File: config.mk
export PLATFORM = sky130hd
export DESIGN_NAME = button_event_scheduler_flat
export DESIGN_NICKNAME = d
export VERILOG_FILES = /design/src/rtl/button_event_scheduler_pkg.sv /design/src/rtl/button_event_scheduler_if.sv /design/src/rtl/btn_press_fsm.sv /design/src/rtl/button_event_scheduler.sv /design/src/flat_wrapper.sv
export SDC_FILE = /design/constraint.sdc
export NUM_CORES = 1
export LEC_CHECK = 0
export BUFFER_PORTS_ARGS = -buffer_cell sky130_fd_sc_hd__buf_2
export CORE_MARGIN = 5
export CORE_UTILIZATION = 60
export DETAILED_ROUTE_END_ITERATION = 8
export GPL_TIMING_DRIVEN = 0
export PLACE_DENSITY = 0.89
export SLEW_MARGIN = 25
export SYNTH_ARGS = -nofsm -noshare
export SYNTH_HDL_FRONTEND = slang
export SYNTH_HIERARCHICAL = 1
export SYNTH_SLANG_ARGS = --single-unit
File: constraint.sdc
create_clock -name clk -period 5.25 [get_ports clk]
set_clock_uncertainty 0.15 [all_clocks]
set_input_delay 1.05 -clock clk [delete_from_list [all_inputs] [get_ports clk]]
set_output_delay 1.05 -clock clk [all_outputs]
set_load 0.02 [all_outputs]
File: src/rtl/button_event_scheduler_pkg.sv
// Shared types for the button event scheduler: event kinds, per-button
// press-FSM state encoding and an index-width helper.
package button_event_scheduler_pkg;

   typedef enum logic {
      EVT_SHORT = 1'b0,
      EVT_LONG  = 1'b1
   } evt_type_e;

   typedef enum logic [1:0] {
      ST_WAIT_REL  = 2'd0,
      ST_IDLE      = 2'd1,
      ST_PRESSED   = 2'd2,
      ST_LONG_HELD = 2'd3
   } btn_state_e;

   // Width of an index into n items, never narrower than one bit.
   function automatic int idx_width(input int n);
      return (n > 1) ? $clog2(n) : 1;
   endfunction

endpackage

File: src/rtl/button_event_scheduler_if.sv
// Event stream from the scheduler to the game FSM: valid/ready with the
// button index and event kind of the head entry.
interface button_event_scheduler_if
   import button_event_scheduler_pkg::*;
#(
   parameter int N_BTN = 4
);
   localparam int BTN_W = idx_width(N_BTN);

   logic             evt_valid;
   logic             evt_ready;
   logic [BTN_W-1:0] evt_btn;
   logic             evt_type;

   modport master (output evt_valid, evt_btn, evt_type, input evt_ready);
   modport slave  (input evt_valid, evt_btn, evt_type, output evt_ready);
endinterface

File: src/rtl/btn_press_fsm.sv
// One button: classifies a press as SHORT or LONG and emits a one-cycle
// request. A button already down at reset must be released before it counts.
module btn_press_fsm
   import button_event_scheduler_pkg::*;
#(
   parameter int LONG_TICKS = 1000
) (
   input  logic      clk,
   input  logic      rst_n,
   input  logic      tick,
   input  logic      btn,
   output logic      req,
   output evt_type_e req_type,
   output logic      held
);
   localparam int              CNT_W    = $clog2(LONG_TICKS + 1);
   localparam logic [CNT_W-1:0] CNT_LAST = CNT_W'(LONG_TICKS - 1);
   localparam logic [CNT_W-1:0] CNT_MAX  = CNT_W'(LONG_TICKS);

   btn_state_e       state, state_next;
   logic [CNT_W-1:0] hold_cnt, hold_cnt_next;

   // Next state, hold counter and request; release beats the LONG threshold.
   always_comb begin
      // NOTE: every output gets a default first so no path leaves a value
      // unassigned, which would otherwise infer a latch.
      state_next    = state;
      hold_cnt_next = hold_cnt;
      req           = 1'b0;
      req_type      = EVT_SHORT;
      case (state)
         ST_WAIT_REL: begin
            if (!btn) state_next = ST_IDLE;
         end
         ST_IDLE: begin
            if (btn) begin
               state_next    = ST_PRESSED;
               hold_cnt_next = '0;
            end
         end
         ST_PRESSED: begin
            if (!btn) begin
               state_next = ST_IDLE;
               req        = 1'b1;
               req_type   = EVT_SHORT;
            end else if (tick) begin
               if (hold_cnt == CNT_LAST) begin
                  state_next = ST_LONG_HELD;
                  req        = 1'b1;
                  req_type   = EVT_LONG;
               end
               if (hold_cnt != CNT_MAX) hold_cnt_next = hold_cnt + 1'b1;
            end
         end
         ST_LONG_HELD: begin
            if (!btn) state_next = ST_IDLE;
         end
         default: state_next = ST_WAIT_REL;
      endcase
   end

   // State register; held reflects the state entered at this edge.
   always_ff @(posedge clk or negedge rst_n) begin
      // NOTE: non-blocking assignments here so every register samples the
      // pre-edge values, independent of statement order.
      if (!rst_n) begin
         state    <= ST_WAIT_REL;
         hold_cnt <= '0;
         held     <= 1'b0;
      end else begin
         state    <= state_next;
         hold_cnt <= hold_cnt_next;
         held     <= (state_next == ST_PRESSED) || (state_next == ST_LONG_HELD);
      end
   end
endmodule

File: src/rtl/button_event_scheduler.sv
// Top level: hold-time prescaler, per-button press FSMs, pending-event
// latches, round-robin arbiter and a first-word-fall-through event FIFO.
module button_event_scheduler
   import button_event_scheduler_pkg::*;
#(
   parameter int N_BTN      = 4,
   parameter int TICK_DIV   = 50000,
   parameter int LONG_TICKS = 1000,
   parameter int FIFO_DEPTH = 4
) (
   input  logic                     clk,
   input  logic                     rst_n,
   input  logic [N_BTN-1:0]         btn_db,
   button_event_scheduler_if.master evt,
   output logic [N_BTN-1:0]         held,
   output logic                     overflow
);
   localparam int BTN_W = idx_width(N_BTN);
   localparam int PRE_W = idx_width(TICK_DIV);
   localparam int PTR_W = idx_width(FIFO_DEPTH);
   localparam int CNT_W = $clog2(FIFO_DEPTH + 1);

   typedef struct packed {
      logic [BTN_W-1:0] btn;
      evt_type_e        kind;
   } evt_t;

   logic [PRE_W-1:0] pre_cnt;
   logic             tick;

   assign tick = (pre_cnt == PRE_W'(TICK_DIV - 1));

   // Free-running prescaler; tick marks the wrap cycle.
   always_ff @(posedge clk or negedge rst_n) begin
      if (!rst_n)    pre_cnt <= '0;
      else if (tick) pre_cnt <= '0;
      else           pre_cnt <= pre_cnt + 1'b1;
   end

   logic [N_BTN-1:0] req;
   evt_type_e        req_type [N_BTN];

   for (genvar g = 0; g < N_BTN; g++) begin : g_btn
      btn_press_fsm #(.LONG_TICKS(LONG_TICKS)) u_fsm (
         .clk      (clk),
         .rst_n    (rst_n),
         .tick     (tick),
         .btn      (btn_db[g]),
         .req      (req[g]),
         .req_type (req_type[g]),
         .held     (held[g])
      );
   end

   logic [N_BTN-1:0] pend, grant;
   evt_type_e        ptype [N_BTN];
   logic [BTN_W-1:0] rr_ptr, grant_idx, scan_idx;
   logic             grant_vld;
   logic [CNT_W-1:0] fifo_cnt;

   // Round-robin grant: first pending button at or after rr_ptr, wrapping.
   always_comb begin
      grant_vld = 1'b0;
      grant_idx = '0;
      grant     = '0;
      scan_idx  = '0;
      if (fifo_cnt < CNT_W'(FIFO_DEPTH)) begin
         for (int k = 0; k < N_BTN; k++) begin
            scan_idx = BTN_W'((int'(rr_ptr) + k) % N_BTN);
            if (!grant_vld && pend[scan_idx]) begin
               grant_vld       = 1'b1;
               grant_idx       = scan_idx;
               grant[scan_idx] = 1'b1;
            end
         end
      end
   end

   // Pending latches: a request into an occupied slot is dropped and flagged,
   // even when that slot is being granted this same cycle.
   always_ff @(posedge clk or negedge rst_n) begin
      if (!rst_n) begin
         pend     <= '0;
         rr_ptr   <= '0;
         overflow <= 1'b0;
         for (int i = 0; i < N_BTN; i++) ptype[i] <= EVT_SHORT;
      end else begin
         pend     <= (pend & ~grant) | (req & ~pend);
         overflow <= |(req & pend);
         for (int i = 0; i < N_BTN; i++) begin
            if (req[i] && !pend[i]) ptype[i] <= req_type[i];
         end
         if (grant_vld) begin
            rr_ptr <= (grant_idx == BTN_W'(N_BTN - 1)) ? '0 : grant_idx + 1'b1;
         end
      end
   end

   logic [PTR_W-1:0] wr_ptr, rd_ptr;
   evt_t             mem [FIFO_DEPTH];
   evt_t             head;
   logic             push, pop, fifo_valid;

   assign fifo_valid = (fifo_cnt != '0);
   assign push       = grant_vld;
   assign pop        = fifo_valid & evt.evt_ready;

   // FIFO pointers and occupancy; push and pop may both happen in one cycle.
   always_ff @(posedge clk or negedge rst_n) begin
      if (!rst_n) begin
         wr_ptr   <= '0;
         rd_ptr   <= '0;
         fifo_cnt <= '0;
      end else begin
         if (push) wr_ptr <= wr_ptr + 1'b1;
         if (pop)  rd_ptr <= rd_ptr + 1'b1;
         fifo_cnt <= fifo_cnt + CNT_W'(push) - CNT_W'(pop);
      end
   end

   // FIFO storage write port.
   always_ff @(posedge clk) begin
      // NOTE: storage has no reset; occupancy is tracked by fifo_cnt and the
      // outputs are gated by it, so stale contents are never visible.
      if (push) mem[wr_ptr] <= '{btn: grant_idx, kind: ptype[grant_idx]};
   end

   assign head          = mem[rd_ptr];
   assign evt.evt_valid = fifo_valid;
   assign evt.evt_btn   = fifo_valid ? head.btn : '0;
   assign evt.evt_type  = fifo_valid && (head.kind == EVT_LONG);
endmodule

File: src/flat_wrapper.sv
// flat-port wrapper written by rule: the top's interface ports become plain ports
module button_event_scheduler_flat import button_event_scheduler_pkg::*;
#(
   parameter int N_BTN      = 4,
   parameter int TICK_DIV   = 50000,
   parameter int LONG_TICKS = 1000,
   parameter int FIFO_DEPTH = 4
)
  (clk, rst_n, btn_db, held, overflow, evt_evt_valid, evt_evt_btn, evt_evt_type, evt_evt_ready);
  button_event_scheduler_if #(.N_BTN(N_BTN)) evt_i ();
  input  logic clk;
  input  logic rst_n;
  input  logic [N_BTN-1:0] btn_db;
  output logic [N_BTN-1:0] held;
  output logic overflow;
  output wire logic [$bits(evt_i.evt_valid)-1:0] evt_evt_valid;
  output wire logic [$bits(evt_i.evt_btn)-1:0] evt_evt_btn;
  output wire logic [$bits(evt_i.evt_type)-1:0] evt_evt_type;
  input wire logic [$bits(evt_i.evt_ready)-1:0] evt_evt_ready;
  assign evt_evt_valid = evt_i.evt_valid;
  assign evt_evt_btn = evt_i.evt_btn;
  assign evt_evt_type = evt_i.evt_type;
  assign evt_i.evt_ready = evt_evt_ready;
  button_event_scheduler #(.N_BTN(N_BTN), .TICK_DIV(TICK_DIV), .LONG_TICKS(LONG_TICKS), .FIFO_DEPTH(FIFO_DEPTH)) u_core (.clk(clk), .rst_n(rst_n), .btn_db(btn_db), .evt(evt_i), .held(held), .overflow(overflow));
endmodule
# == Yosys cells after proc, flatten, opt, wreduce, memory -nomap -nowiden ==
# Memory sizes are Yosys's and may differ from the RTL's.
# Index checks and enable logic that the tools add are counted.
# totals
ff_bits,86
ramBits,12
output_inout_bits,9
wordCells,258
mem_count,1
# memory_table
name,words,word_bits,rd,rd_ports_with_merged_regs,write_ports,line_no,rtl
u_core.mem,4,3,1,0,1,button_event_scheduler.sv:100,evt_t mem [FIFO_DEPTH];
# op_classes
n_addsub,13
magnitude_cmp,10
eq_ne,46
mux,113
n_bitwise,11
reduce_logical,41
# op_table
operator,count
2-to-1 mux 10 bit,16
case mux 10 bit (2 select lines),4
2-to-1 mux 2 bit,27
2-to-1 mux 1 bit,44
"adder 10 x 1 -> 10 bit, second input constant",4
"equality test 10 bit, second input constant",4
"!= test 10 bit, second input constant",4
"equality test 2 bit, second input constant",17
2-to-1 mux 4 bit,8
"!= test 2 bit, second input constant",13
case mux 2 bit (3 select lines),4
AND reduction 5 bit,4
"adder 16 x 1 -> 16 bit, second input constant",1
"equality test 16 bit, second input constant",1
2-to-1 mux 16 bit,1
bitwise OR 4 bit,4
bitwise AND 4 bit,3
logical AND 1 bit,12
"< comparator 2 x 3 -> 1 bit, second input constant",4
binary-select mux 1 bit (select 2 bit),5
"adder 2 x 1 -> 2 bit, second input constant",4
demux 1 bit (select 2 bit),4
"equality test 2 x 1 -> 1 bit, second input constant",4
"greater-or-equal comparator 2 x 1 -> 1 bit, second input constant",4
other kinds (16),38

# == Logic depth before layout (Yosys ltp) ==
# depth
word_depth,20
ltp_mapped,11
ltp_nobuf,10

# == Hierarchy ==
# The synthesis kept the hierarchy.
# by_module_without_submodules
mod,instances,cells_per_inst,area_each_um2,seq_area_each_um2
btn_press_fsm,4,88,785.8,300.3
button_event_scheduler,1,229,2597.5,1211.2

# == Worst setup path after synthesis ==
# OpenSTA, ideal clock, no wires.
# synth_timing
path_type,reg2reg
start,register u_core.pre_cnt[5]
end,register u_core/ptype[1] (netlist name)
t_arrival_ns,3.114
required_time_ns,4.975
path_slack_ns,1.861
stages_incl_launch_ff,11
period_less_slack_ns,3.389
cell_sequence,dfrtp_1 -> nand2b_1 -> nor2_1 -> nand4_1 -> nor4_1 -> nor3b_2 -> nand4_1 -> nor4_1 -> a21o_1 -> nor2b_1 -> mux2_2
# synth_via
elab_chain_cells,5
elab_cells_between_ends,7
# synth_rtl
element,line_no,rtl
from (decl),button_event_scheduler.sv:28,logic [PRE_W-1:0] pre_cnt;
from (signal assigned),button_event_scheduler.sv:37,else pre_cnt <= pre_cnt + 1'b1;
equality test 16 bit,button_event_scheduler.sv:31,assign tick = (pre_cnt == PRE_W'(TICK_DIV - 1));
via u_core.tick,button_event_scheduler.sv:29,logic tick;
2-to-1 mux 1 bit,btn_press_fsm.sv:46,end else if (tick) begin
2-to-1 mux 1 bit,btn_press_fsm.sv:42,if (!btn) begin
2-to-1 mux 1 bit,btn_press_fsm.sv:31,case (state)
via u_core.req[2],button_event_scheduler.sv:40,logic [N_BTN-1:0] req;
logical AND 1 bit,button_event_scheduler.sv:91,if (req[i] && !pend[i]) ptype[i] <= req_type[i];
"to (signal, indexed assignment)",button_event_scheduler.sv:91,
to (decl),button_event_scheduler.sv:56,evt_type_e ptype [N_BTN];
# The timed path passes the listed nets, and every way through them passes these cells.
# A chain may end at the register's enable or synchronous reset.

# == Worst setup path in the final report ==
# layout_timing
start,register u_core.rr_ptr[0]
end,"memory u_core/mem[0][0] (netlist name), data pin"
# layout_via
elab_chain_cells,20
elab_cells_between_ends,32
# layout_rtl
element,line_no,rtl
from (decl),button_event_scheduler.sv:57,"logic [BTN_W-1:0] rr_ptr, grant_idx, scan_idx;"
from (signal assigned),button_event_scheduler.sv:94,rr_ptr <= (grant_idx == BTN_W'(N_BTN - 1)) ? '0 : grant_idx + 1'b1;
binary-select mux 1 bit (select 2 bit),button_event_scheduler.sv:70,if (!grant_vld && pend[scan_idx]) begin
2-to-1 mux 1 bit (implied by the code),button_event_scheduler.sv:70,
2-to-1 mux 1 bit,button_event_scheduler.sv:70,
2-to-1 mux 1 bit,button_event_scheduler.sv:67,if (fifo_cnt < CNT_W'(FIFO_DEPTH)) begin
logical NOT 1 bit,button_event_scheduler.sv:70,
logical AND 1 bit,button_event_scheduler.sv:70,
2-to-1 mux 1 bit,button_event_scheduler.sv:70,
2-to-1 mux 1 bit,button_event_scheduler.sv:67,
[... 4 more ...],-,
logical NOT 1 bit,button_event_scheduler.sv:70,
logical AND 1 bit,button_event_scheduler.sv:70,
2-to-1 mux 2 bit (*),button_event_scheduler.sv:70,
2-to-1 mux 2 bit (*),button_event_scheduler.sv:67,
via u_core.grant_idx[1],button_event_scheduler.sv:57,
NOT 2 -> 3 bit (implied by the code) (*),button_event_scheduler.sv:125,"if (push) mem[wr_ptr] <= '{btn: grant_idx, kind: ptype[grant_idx]};"
binary-select mux 1 bit (select 2 bit) (*),button_event_scheduler.sv:125,
2-to-1 mux 1 bit (implied by the code) (*) (2 in a row),button_event_scheduler.sv:125,
to (decl),button_event_scheduler.sv:100,
# The timed path passes the listed nets; every way through them passes the cells marked *. The select of a mux whose other input is x is not followed.

==> impl_metrics.csv <==
group,metric,value,unit
outcome,status,"complete, no violations",
synthesis,synth_area_per_cell,9.880,µm²
synthesis,synth_area_leaders,"dfrtp_1, ha_1, edfxtp_1",
sta,setup_ws,1.534,ns
die,fp-row-count,35,
synthesis,synth_top_area_cell,"dfrtp_1",
synthesis,ys_warn_count,6,
critical_path,rr_startpoint,"u_core/rr_ptr[0]",
worst_hold_path,worstHoldStart,"u_core/pre_cnt[0]",
critical_path,crit_family,"simple AND/OR/NAND/NOR gates",
global_routing,grt_overflow,0,
sta,grt_setup_unrepaired,"false",
power,powerDensity,469.7,nW/µm²
placement,dp_cells,727,
clock_network,holdBufCountCts,0,
sta,setup_viol,0,
power,power.static_leakage,2.744,nW
global_routing,grt_pass1_vias,4589,
detailed_routing,vias,4629,
clock_network,ctsResizeCount,0,
worst_hold_path,hp-class,"reg -> reg",
sta,timing.final.crit_share,0.7078,
die,dieWidth,107.8,µm
critical_path,path_cells,"buf_2, buf_2, inv_1, ha_1, buf_6, or3_4, or4b_4, o311ai_4, o31a_4, mux2i_1, a22oi_2",
detailed_routing,wire_per_inst,15.78,µm
critical_path,cpMostUsedCell,"buf_2",
die,coreArea,9284,µm²
critical_path,path_buf_inv,4,
power,ir_worst_vdd,228.8,µV
finish,area_delta_synth_final,8.675,%
critical_path,critPathLaunchType,"register",
critical_path,max_stage_delay,0.50,ns
detailed_routing,antenna_left,0,
synthesis,synth_top_area_frac,0.3575,
placement,pre_cts_ws,1.597,ns
clock_network,htreeDepth,3,
critical_path,reg2regPathDepth,11,
critical_path,rrSetupSlack,1.53,ns
clock_network,path_clk_slew,0.09,ns
clock_network,clock-root-buffer,"clkbuf_8",
detailed_routing,drt_wl_total,11720,µm
critical_path,critical_path_class,"reg -> reg",
sta,relSlewSlack,0.5045,
placement,placed_area,6028,µm²
critical_path,startpoint,"u_core/rr_ptr[0]",
synthesis,syn_area,5741,µm²
sta,worst_pin_slew,0.7433,ns
die,pin_count,16,
placement,hpwl,8242,µm
finish,drive_gt1_frac,0.1401,
global_routing,gr-usage-all-layers,0.2179,
clock_network,cts_tree,"done",
critical_path,critPathSlowestCell,"or4b_4",
synthesis,synth_ff_type,"dfrtp_1",
synthesis,syn_inst,581,
clock_network,clock_latency,0.37,ns
critical_path,cp_max_fo,10,
finish,finalNonFillerCells,743,
critical_path,worstPathRequired,5.18,ns
global_routing,grt_max_degree,57,
finish,nNetsFinal,648,
finish,fin_area,6238,µm²
global_routing,antenna_found_initial,0,
finish,diodes,0,
synthesis,yosysSeqAreaShare,0.4202,
critical_path,setup.worst_path.end_class,"register",
synthesis,synth_seq_cells,94,
global_routing,grt_pass1_wl,20520,µm
synthesis,syn_nets,620,
die,floorplan.initialDensity,0.6183,
synthesis,synth_edf_count,12,
detailed_routing,drt_iter0_drc,249,
worst_hold_path,hold_end,"u_core/pre_cnt[0]",
die,die_h,107.8,µm
clock_network,cts_setup_buffers,0,
sta,max_freq,0.2691,GHz
detailed_routing,drt_pre_antenna_iters,5,
detailed_routing,vias_per_cell,6.230,
die,design.die.area,11620,µm²
clock_network,clock-sinks,94,
clock_network,clockBufferDepth,2,
sta,fin_setup_tns,0,ns
flow_run,drv_cap,0,
worst_hold_path,holdPathStages,1,
critical_path,crit_arrival,3.64,ns
clock_network,numCtsBuffers,9,
critical_path,timing.rr.end,"u_core/mem[0][0]",
synthesis,async_flop_share,0.8723,
placement,numPortBuffers,15,
placement,gp_congestion,0.9204,
detailed_routing,drc,0,
sta,hold_viol_final,0,
synthesis,ys_types,57,
sta,slew_viol_final,0,
sta,period_minus_slack,3.716,ns
## worst reg2reg max path, cell delays in order (launching register included)
cell and delay [ns]:
dfrtp_1 0.46, buf_2 0.22, buf_2 0.26, inv_1 0.19
ha_1 0.36, buf_6 0.15, or3_4 0.40, or4b_4 0.50
o311ai_4 0.14, o31a_4 0.28, mux2i_1 0.22, a22oi_2 0.11
## metrics by stage
| stage | utilization | hold WS [ns] | total power, mW |
|---|---|---|---|
| after CTS | 0.6720 | 0.3203 | 2.931 |
| after global routing | 0.6720 | 0.3443 | 3.139 |
| after floorplan | - | 0.2751 | 2.053 |
| after detailed placement | 0.6493 | 0.3013 | 2.402 |
| after global placement | 0.6438 | 0.2883 | 2.286 |
| final | 0.6720 | 0.3186 | 2.931 |
## report_power, final
group / internal (mW) / leakage (nW) / switching, mW / total, mW
registers: 0.920 / 1.20 / 0.135 / 1.05
clock network: 0.248 / 0.103 / 0.251 / 0.499
logic: 0.540 / 1.44 / 0.838 / 1.38
total: 1.71 / 2.74 / 1.22 / 2.93
## synthesized netlist by cell type, types with 4 or more instances
cell type	count
nand2_1	57
xor2_1	7
o311ai_0	4
nand3_1	18
o211ai_1	6
nor4_1	13
nor3_1	14
o31ai_1	4
a31oi_1	5
mux2_2	16
a21o_1	9
or4_1	8
and2_1	13
inv_1	31
nor2b_1	4
nand4_1	18
o21ai_1	11
ha_1	31
clkbuf_2	4
a22o_1	33
o311a_1	4
mux4_2	6
buf_2	8
xnor2_1	11
edfxtp_1	12
o21ai_0	29
a22oi_1	11
or3_1	9
dfrtp_1	82
nand4_2	4
nand2b_1	12
o41ai_2	4
clkbuf_1	13
nor2_1	42
## flip-flops by register name, summed over array words and instances, names as in the netlist
name and cells:
u_core/fifo_cnt 3, u_core/g_btn.u_fsm/held 4, u_core/g_btn.u_fsm/hold_cnt 40, u_core/g_btn.u_fsm/state 4, u_core/mem 12, u_core/overflow 1
u_core/pend 4, u_core/pre_cnt 16, u_core/ptype 4, u_core/rd_ptr 2, u_core/rr_ptr 2, u_core/wr_ptr 2
## worst max path at each step
stage | to | depth (start not counted)
final | u_core/mem[0][0] | 11
after global placement | u_core/ptype[2] | 10
after detailed placement | u_core/mem[0][0] | 11
after CTS | u_core/mem[0][0] | 11
after global routing | u_core/ptype[2] | 11
after floorplan | u_core/ptype[1] | 10
## logic make-up after synthesis
logic type,after synthesis,synth area share
AND/OR/NAND/NOR,223,0.2040
flip-flops,94,0.4202
adder cells (fa/ha/maj),32,0.07105
buffers and inverters,57,0.04119
AO/OA/AOI/OAI,133,0.1776
multiplexers,24,0.05841
XOR/XNOR,18,0.02746
## cell type report
type                    instances  area, µm²
flip-flops and latches         94       2412
repair buffers                 17      120.1
well taps                     129      161.4
plain buffers                  26      120.1
clock buffers                  12      155.1
fillers                       726       3045
multi-input cells             430       3098
clock inverters                 4      55.05
inverters                      31      116.4
## cells in the final DEF, fill, tap and decap left out, types with 5 or more instances in the layout
| cell | instances |
|---|---|
| dfrtp_1 | 82 |
| nand2_1 | 57 |
| nor2_1 | 42 |
| a22o_1 | 33 |
| inv_1 | 31 |
| ha_1 | 31 |
| o21ai_0 | 29 |
| buf_2 | 22 |
| nand3_1 | 18 |
| nand4_1 | 18 |
| mux2_2 | 16 |
| clkbuf_1 | 14 |
| nor3_1 | 14 |
| and2_1 | 13 |
| nor4_1 | 13 |
| nand2b_1 | 12 |
| edfxtp_1 | 12 |
| clkbuf_8 | 11 |
| a22oi_1 | 11 |
| o21ai_1 | 11 |
| xnor2_1 | 11 |
| or3_1 | 9 |
| a21o_1 | 9 |
| or4_1 | 8 |
| xor2_1 | 7 |
| mux4_2 | 6 |
| o211ai_1 | 6 |
| a31oi_1 | 5 |
## routing by layer
layer | up-vias | track usage | share of wire
met3 | 18 | 0.05579 | 0.048
met2 | 133 | 0.3823 | 0.51
li1 | 2193 | - | -
met5 | - | 0 | 0
met4 | 0 | 0.06402 | 0.014
met1 | 2285 | 0.2633 | 0.43
Note: power is estimated with default switching activity, not from simulation.
